## src/rtl/mem_access_ctrl.sv

```systemverilog
`default_nettype none
// ============================================================================
// Module   : mem_access_ctrl
// Brief    : M-stage data-memory access controller. Checks alignment and
//            address range, issues one req/ack bus transaction at a time,
//            stalls the pipeline until completion and hands the raw read
//            word to the load-extraction stage.
// Revision : 1.0 - initial release
// ============================================================================
module mem_access_ctrl #(
    parameter int          TIMEOUT  = 16,
    parameter logic [31:0] DM_TOP   = 32'h0000_2fff,
    parameter logic [31:0] TC0_BASE = 32'h0000_7f00,
    parameter logic [31:0] TC1_BASE = 32'h0000_7f10,
    parameter logic [31:0] INT_BASE = 32'h0000_7f20
) (
    input  logic        clk,
    input  logic        reset,
    input  logic        req_valid,
    input  logic [2:0]  sel_ld,
    input  logic [1:0]  sel_st,
    input  logic [31:0] addr,
    input  logic [31:0] wdata,
    input  logic        ov,
    input  logic        flush,
    output logic        bus_req,
    output logic        bus_we,
    output logic [31:0] bus_addr,
    output logic [3:0]  bus_be,
    output logic [31:0] bus_wdata,
    input  logic        bus_ack,
    input  logic [31:0] bus_rdata,
    output logic        stall,
    output logic        done,
    output logic [31:0] rd_word,
    output logic [1:0]  addr10,
    output logic [2:0]  ld_sel_out,
    output logic        exc_adel,
    output logic        exc_ades
);

    localparam int                 c_CNT_W    = $clog2(TIMEOUT + 1);
    localparam logic [c_CNT_W-1:0] c_CNT_LAST = c_CNT_W'(TIMEOUT - 1);

    typedef enum logic [1:0] {
        S_IDLE = 2'd0,
        S_WAIT = 2'd1,
        S_DONE = 2'd2
    } state_t;

    state_t              r_state;
    state_t              w_next;
    logic [c_CNT_W-1:0]  r_cnt;
    logic                r_kill;
    logic [2:0]          r_ld_sel;
    logic [1:0]          r_addr_lo;

    logic        w_is_store;
    logic        w_is_load;
    logic        w_op;
    logic        w_word;
    logic        w_half;
    logic        w_in_dm;
    logic        w_in_tc0;
    logic        w_in_tc1;
    logic        w_in_int;
    logic        w_tc_cnt;
    logic        w_exc;
    logic        w_accept;
    logic        w_exc_hit;
    logic        w_kill;
    logic        w_timeout;
    logic [3:0]  w_be;
    logic [31:0] w_wd;
    logic [2:0]  w_ld_sel;

    // Decode the op, classify the address and build the exception condition.
    always_comb begin
        w_is_store = (sel_st != 2'd0);
        w_is_load  = !w_is_store && (sel_ld >= 3'd1) && (sel_ld <= 3'd5);
        w_op       = w_is_store || w_is_load;
        w_word     = w_is_store ? (sel_st == 2'd1) : (sel_ld == 3'd1);
        w_half     = w_is_store ? (sel_st == 2'd2) : ((sel_ld == 3'd2) || (sel_ld == 3'd3));
        w_ld_sel   = w_is_load ? sel_ld : 3'd0;

        w_in_dm  = (addr <= DM_TOP);
        w_in_tc0 = (addr >= TC0_BASE) && (addr <= TC0_BASE + 32'd11);
        w_in_tc1 = (addr >= TC1_BASE) && (addr <= TC1_BASE + 32'd11);
        w_in_int = (addr >= INT_BASE) && (addr <= INT_BASE + 32'd3);
        // Count registers sit at +8..+11 of each timer and are read-only.
        w_tc_cnt = ((addr >= TC0_BASE + 32'd8) && (addr <= TC0_BASE + 32'd11)) ||
                   ((addr >= TC1_BASE + 32'd8) && (addr <= TC1_BASE + 32'd11));

        w_exc = (w_word && (addr[1:0] != 2'b00))
              || (w_half && addr[0])
              || ov
              || !(w_in_dm || w_in_tc0 || w_in_tc1 || w_in_int)
              || (!w_word && (w_in_tc0 || w_in_tc1))
              || (w_is_store && w_tc_cnt);

        w_accept  = (r_state == S_IDLE) && req_valid && w_op && !w_exc && !flush;
        w_exc_hit = (r_state == S_IDLE) && req_valid && w_op &&  w_exc && !flush;
        // A flush in the same cycle as the ack still suppresses the pulse.
        w_kill    = r_kill || flush;
    end

    // Byte enables and lane-replicated store data for the issued access.
    always_comb begin
        w_be = 4'b1111;
        w_wd = 32'h0;
        case (sel_st)
            2'd1: w_wd = wdata;
            2'd2: begin
                w_be = addr[1] ? 4'b1100 : 4'b0011;
                w_wd = {2{wdata[15:0]}};
            end
            2'd3: begin
                w_be = 4'b0001 << addr[1:0];
                w_wd = {4{wdata[7:0]}};
            end
            default: ;
        endcase
    end

    // State register.
    always_ff @(posedge clk or posedge reset) begin
        if (reset) r_state <= S_IDLE;
        else       r_state <= w_next;
    end

    // Next-state logic, timeout detection and pipeline stall.
    always_comb begin
        w_next    = r_state;
        w_timeout = 1'b0;
        stall     = (w_accept && !reset) || (r_state == S_WAIT);
        case (r_state)
            S_IDLE: if (w_accept) w_next = S_WAIT;
            S_WAIT: begin
                if (bus_ack) begin
                    w_next = S_DONE;
                end else if (r_cnt == c_CNT_LAST) begin
                    w_timeout = 1'b1;
                    w_next    = S_DONE;
                end
            end
            S_DONE:  w_next = S_IDLE;
            default: w_next = S_IDLE;
        endcase
    end

    // Bus drive, completion latching, timeout counter and one-cycle pulses.
    always_ff @(posedge clk or posedge reset) begin
        if (reset) begin
            bus_req    <= 1'b0;
            bus_we     <= 1'b0;
            bus_addr   <= 32'h0;
            bus_be     <= 4'h0;
            bus_wdata  <= 32'h0;
            done       <= 1'b0;
            rd_word    <= 32'h0;
            addr10     <= 2'b00;
            ld_sel_out <= 3'd0;
            exc_adel   <= 1'b0;
            exc_ades   <= 1'b0;
            r_cnt      <= '0;
            r_kill     <= 1'b0;
            r_ld_sel   <= 3'd0;
            r_addr_lo  <= 2'b00;
        end else begin
            done     <= 1'b0;
            exc_adel <= 1'b0;
            exc_ades <= 1'b0;
            if (r_state == S_IDLE) begin
                if (w_accept) begin
                    bus_req   <= 1'b1;
                    bus_we    <= w_is_store;
                    bus_addr  <= {addr[31:2], 2'b00};
                    bus_be    <= w_be;
                    bus_wdata <= w_wd;
                    r_ld_sel  <= w_ld_sel;
                    r_addr_lo <= addr[1:0];
                    r_cnt     <= '0;
                    r_kill    <= 1'b0;
                end else if (w_exc_hit) begin
                    exc_adel <= !w_is_store;
                    exc_ades <= w_is_store;
                end
            end else if (r_state == S_WAIT) begin
                if (flush) r_kill <= 1'b1;
                if (bus_ack) begin
                    bus_req    <= 1'b0;
                    rd_word    <= bus_rdata;
                    addr10     <= r_addr_lo;
                    ld_sel_out <= r_ld_sel;
                    done       <= !w_kill;
                end else if (w_timeout) begin
                    bus_req  <= 1'b0;
                    exc_adel <= !bus_we && !w_kill;
                    exc_ades <=  bus_we && !w_kill;
                end else begin
                    r_cnt <= r_cnt + 1'b1;
                end
            end
        end
    end

endmodule
`default_nettype wire
```

## config.mk

```make
export PLATFORM = sky130hd
export DESIGN_NAME = mem_access_ctrl
export DESIGN_NICKNAME = d
export VERILOG_FILES = /design/src/rtl/mem_access_ctrl.sv
export SDC_FILE = /design/constraint.sdc
export NUM_CORES = 1
export LEC_CHECK = 0
export ABC_AREA = 1
export CORE_MARGIN = 10
export CORE_UTILIZATION = 43
export DETAILED_ROUTE_END_ITERATION = 8
export PLACE_DENSITY = 0.92
export SLEW_MARGIN = 20
export SYNTH_ARGS = -nofsm -noshare
export SYNTH_HDL_FRONTEND = slang
export SYNTH_SLANG_ARGS = --single-unit
```

## constraint.sdc

```tcl
create_clock -name clk -period 4.8 [get_ports clk]
set_input_delay 0.96 -clock clk [delete_from_list [all_inputs] [get_ports clk]]
set_output_delay 0.96 -clock clk [all_outputs]
set_load 0.05 [all_outputs]
```

Yosys cells after proc, flatten, opt, wreduce, memory -nomap -nowiden

Index checks and enable logic that the tools add are counted.

Input bits: 107
Bits in registers: 121
Logic and storage cells: 138

Mux-type cells: 42
Bitwise operators: 1
Equality and inequality tests: 12
Order comparisons: 11
Reductions and logical operators: 54
Add/sub/neg operators: 1
Shift-type cells: 1

Operators with widths:

| cell                                                                | number |
|---|---|
| greater-or-equal comparator 32 x 15 -> 1 bit, second input constant | 5 |
| less-or-equal comparator 32 x 15 -> 1 bit, second input constant    | 3 |
| case mux 32 bit (3 select lines)                                    | 1 |
| less-or-equal comparator 32 x 14 -> 1 bit, second input constant    | 1 |
| 2-to-1 mux 1 bit                                                    | 29 |
| 2-to-1 mux 5 bit                                                    | 5 |
| logical AND 1 bit                                                   | 20 |
| logical OR 1 bit                                                    | 14 |
| AND reduction 3 bit                                                 | 3 |
| logical NOT 1 bit                                                   | 8 |
| case mux 4 bit (2 select lines)                                     | 1 |
| nonzero test 2 bit                                                  | 4 |
| == test 3 x 2 -> 1 bit, second input constant                       | 2 |
| 2-to-1 mux 2 bit                                                    | 3 |
| adder 5 x 1 -> 5 bit, second input constant                         | 1 |
| == test 5 x 4 -> 1 bit, second input constant                       | 1 |
| == test 2 x 1 -> 1 bit, second input constant                       | 2 |
| == test 2 bit, second input constant                                | 2 |
| 2-to-1 mux 4 bit                                                    | 1 |
| != test 2 x 1 -> 1 bit, second input constant                       | 2 |
| case mux 2 bit (2 select lines)                                     | 1 |
| AND reduction 2 bit                                                 | 2 |
| AND reduction 4 bit                                                 | 1 |
| << shifter 1 x 2 -> 4 bit, first input constant                     | 1 |
| 9 further kinds                                                     | 9 |

Depth between registers and ports, before layout

Depth after elaboration: 14
Depth in mapped cells: 14

Least setup slack after synthesis

Ideal clock, no wire load.

Kind: in2out
Start: input port addr[6]
End: output port stall
Arrival time: 3.060 ns
Path buffers: 1
Path slack: 0.780 ns
Stages on the path: 12
Cell sequence: nor2_2 -> nand2_1 -> nor2_1 -> nand2_1 -> o21ai_1 -> nand2_1 -> nand2_1 -> nand2_1 -> nand2_1 -> nand4_2 -> clkbuf_2 -> o21ai_0

Word-level cells in the longest chain between the ends: 14
Elaborated cells on any way between the ends: 30
Classes of those cells: order compare (9); reduce/logical (21)

Ends and longest elaborated chain:

| element                                                                                                   | line   | source |
|---|---|---|
| from (decl)                                                                                               | 22     | `input logic [31:0] addr,` |
| greater-or-equal comparator 32 x 15 -> 1 bit or less-or-equal comparator 32 x 15 -> 1 bit (tied branches) | 87, 91 |  |
| logical AND 1 bit                                                                                         | 87     | `w_in_tc0 = (addr >= TC0_BASE) && (addr <= TC0_BASE + 32'd11);` |
| logical OR 1 bit (3 in a row)                                                                             | 97     | `\|\| !(w_in_dm \|\| w_in_tc0 \|\| w_in_tc1 \|\| w_in_int)` |
| logical NOT 1 bit                                                                                         | 97     |  |
| logical OR 1 bit                                                                                          | 97     |  |
| logical OR 1 bit                                                                                          | 98     | `\|\| (!w_word && (w_in_tc0 \|\| w_in_tc1))` |
| logical OR 1 bit (*)                                                                                      | 99     | `\|\| (w_is_store && w_tc_cnt);` |
| logical NOT 1 bit (*)                                                                                     | 101    | `w_accept = (r_state == S_IDLE) && req_valid && w_op && !w_exc && !flush;` |
| logical AND 1 bit (*) (2 in a row)                                                                        | 101    |  |
| logical AND 1 bit (*)                                                                                     | 135    | `stall = (w_accept && !reset) \|\| (r_state == S_WAIT);` |
| logical OR 1 bit (*)                                                                                      | 135    |  |
| to (decl)                                                                                                 | 33     | `output logic stall,` |

Mark *: on every way between the ends. The rest lies on a longest branch, timed or not.

Worst setup path in the final report

Start: input port sel_st[1]
End: output port stall

Word-level cells in the longest chain between the ends: 13
Elaborated cells on any way between the ends: 25
Classes of those cells: eq/ne (2); mux (2); reduce/logical (21)

Ends and longest elaborated chain:

| element                                              | line   | source |
|---|---|---|
| from (decl)                                          | 21     | `input logic [1:0] sel_st,` |
| == test 2 x 1 -> 1 bit, or another cell as far along | 82     | `w_word = w_is_store ? (sel_st == 2'd1) : (sel_ld == 3'd1);` |
| 2-to-1 mux 1 bit (on tied branches)                  | 82, 83 |  |
| logical AND 1 bit (on tied branches)                 | 94, 95 |  |
| logical OR 1 bit                                     | 95     | `\|\| (w_half && addr[0])` |
| logical OR 1 bit                                     | 96     | `\|\| ov` |
| logical OR 1 bit                                     | 97     |  |
| logical OR 1 bit                                     | 98     |  |
| logical OR 1 bit                                     | 99     |  |
| logical NOT 1 bit                                    | 101    |  |
| logical AND 1 bit (*) (2 in a row)                   | 101    |  |
| logical AND 1 bit (*)                                | 135    |  |
| logical OR 1 bit (*)                                 | 135    |  |

Marked as above.

==> results.md <==
* Seq cells post-synth at 121
* Setup-failing EPs final at 0
* P_leak at 3.91 nW
* Final HPWL DP at 12.4 mm
* Achievable Freq at 253 MHz
* Final hold violation count at 0
* Vias in the first global route at 4,775
* Total gr overflow at 0
* Ant diodes at 0
* CP Launch Type: primary input
* DR vias at 4,710
* Clk sinks at 121
* Post-Synthesis Cells at 567
* Row Count at 40
* Mean Syn Cell Area at 9.31 um2
* Unrepaired setup endpoints after global routing: false
* Maximum VDD drop at 0.231 mV
* Fin crit share at 82.2%
* # resized after CTS at 0
* Register area at 0.00303 mm2
* IO Pins at 218
* Htree depth at 4
* Die width at 131 um
* First-pass GRT wire length at 25.5 mm
* Post-Place Cell Area at 0.00755 mm2
* Synth cell types at 34
* CTS tree: done
* CP Capture Type: output pin
* Antenna violations before repair at 0
* Clk buf depth at 2
* Fillers at 919
* Post-CTS setup buffers at 0
* Nets at 894
* Register area share after synthesis at 57.3%
* Initial core utilization at 44.0%
* Cell area after layout at 0.00814 mm2
* Final core utilization at 67.8%
* Reg clk slew, reported paths at 0.05 ns
* Die Area at 0.0171 mm2
* Initial detailed-routing violation count at 349
* Total of warnings raised by yosys at 0
* Worst Skew at 0.00590 ns
* Number of synthesized flops with an enable pin at 0
* Top-area cell type share of the netlist area at 57.3%
* Synth Cell Area at 0.00528 mm2
* Largest net degree at the start of global routing at 86
* Clk_lat worst skew at 0.41 ns
* Synth top area cells: dfrtp_1, nand2_1, mux2_2
* Wire length per cell at 17.3 um
* Final min period at 3.95 ns
* Core area at 0.0120 mm2
* Drt via density at 4.98
* Hold Crit Class: reg -> reg
* Most frequent cell after synthesis: nand2_1
* Post-DRT Antenna Nets at 0
* DRC viols at 0
* Router iterations before antenna repair at 5
* Die Y at 131 um
* Multi-input combinational cell area at 0.00189 mm2
* CP Max Fanout at 5
* Synth area leader: dfrtp_1
* Hold-fix buffers at CTS at 0
* CTS buffer count at 17
* Area delta synth->final at 54.1%
* Final RePlAce weighted congestion at 0.873
* Slew of the pin with the lowest slew margin at 0.880 ns
* Status: completed
* Max Transition Viols Final at 0
* WP data arrival at 2.99 ns
* CTS root buf: clkbuf_16
* Max-cap violations at 0
* CP Class: in -> out
* Max_slew headroom at 41.3%
* IO buf count at 215
* Ys flop type: dfrtp_1
* Ys async rst share at 100%
* Crit path required time at 3.84 ns
* PD cells at 303 mW/mm2
* Gr usage total at 19.3%
* Final wirelength at 16.4 mm
* Setup TNS at 0 ns
* Post-synth top cells: nand2_1, dfrtp_1, inv_1, nor2_1, o21ai_1
* Fraction of layout cells with a size suffix above 1 at 11.3%
path summary, 6_finish.rpt:
kind,start,to,slack (ns),cells past startpoint
max in group asynchronous,reset,rd_word[11]$_DFFE_PP0P_,2.76,3
worst max-delay path,sel_st[1],stall,0.85,9
worst max register to register,r_state[1]$_DFFE_PP0P_,bus_wdata[3]$_DFFE_PP0P_,2.34,8
worst min register to register,bus_addr[23]$_DFFE_PP0P_,bus_addr[23]$_DFFE_PP0P_,0.46,2
worst min-delay path,bus_addr[23]$_DFFE_PP0P_,bus_addr[23]$_DFFE_PP0P_,0.46,2
min in group asynchronous,reset,rd_word[0]$_DFFE_PP0P_,1.16,2
power by group:
group          switching (mW)  internal, mW
clock                   0.432         0.830
sequential           0.000171          1.02
combinational          0.0876        0.0953
cell type report:
type,count,area share (%)
well taps,147,2.26
inverters,65,3.03
clock inverters,7,1.09
flip-flops and latches,121,37.2
repair buffers,220,27.0
clock buffers,25,6.21
multi-input cells,360,23.2
cell families (layout without fill, tap and decap cells):
group	after synthesis	after routing	synth area share, %
AO/OA/AOI/OAI	112	112	11.4
flip-flops	121	121	57.3
AND/OR/NAND/NOR	209	209	16.1
other	1	2	0.0710
XOR/XNOR	1	1	0.166
buffers and inverters	87	317	7.15
multiplexers	34	34	7.25
adder cells (fa/ha/maj)	2	2	0.474
registers in the layout (all words and copies together), names as in the netlist, 2 cells and up:
signal,count
bus_wdata,32
rd_word,32
bus_addr,30
r_cnt,5
bus_be,4
ld_sel_out,3
r_ld_sel,3
addr10,2
r_addr_lo,2
r_state,2
cell usage in the layout (no fill, tap or decap), drive strengths merged, types with 4 or more instances in the layout:
master,count
clkdlybuf4s50,214
nand2,137
dfrtp,121
o21ai,68
inv,65
nor2,49
a21oi,37
mux2,34
clkbuf,25
nand3,15
buf,6
clkinv,5
nor3,4
metal layers:
layer / track usage [%] / up-vias / routed length [um]
met5: 0 / - / 0
met4: 8.18 / 0 / 391
met3: 6.37 / 28 / 1270
met2: 32.9 / 174 / 8470
met1: 21.7 / 2250 / 6230
li1: - / 2258 / -
worst max-delay path: stages:
cell             delay [ns]
clkdlybuf4s50_1        0.54
nor2_4                 0.21
inv_2                  0.09
a211oi_4               0.27
nor2_1                 0.07
nor2_1                 0.21
nand4_4                0.13
o21ai_0                0.31
buf_12                 0.19
stage by stage:
step	power, mW	std cells	setup slack (ns)	hold slack (ns)
after global placement	1.22	913	0.886	0.449
after detailed placement	1.22	913	0.797	0.451
after floorplan	1.11	568	0.626	0.455
final	2.47	945	0.853	0.462
after CTS	2.49	945	0.847	0.466
after global routing	2.55	945	0.608	0.492
No activity file was read; power rests on OpenSTA's default activity.
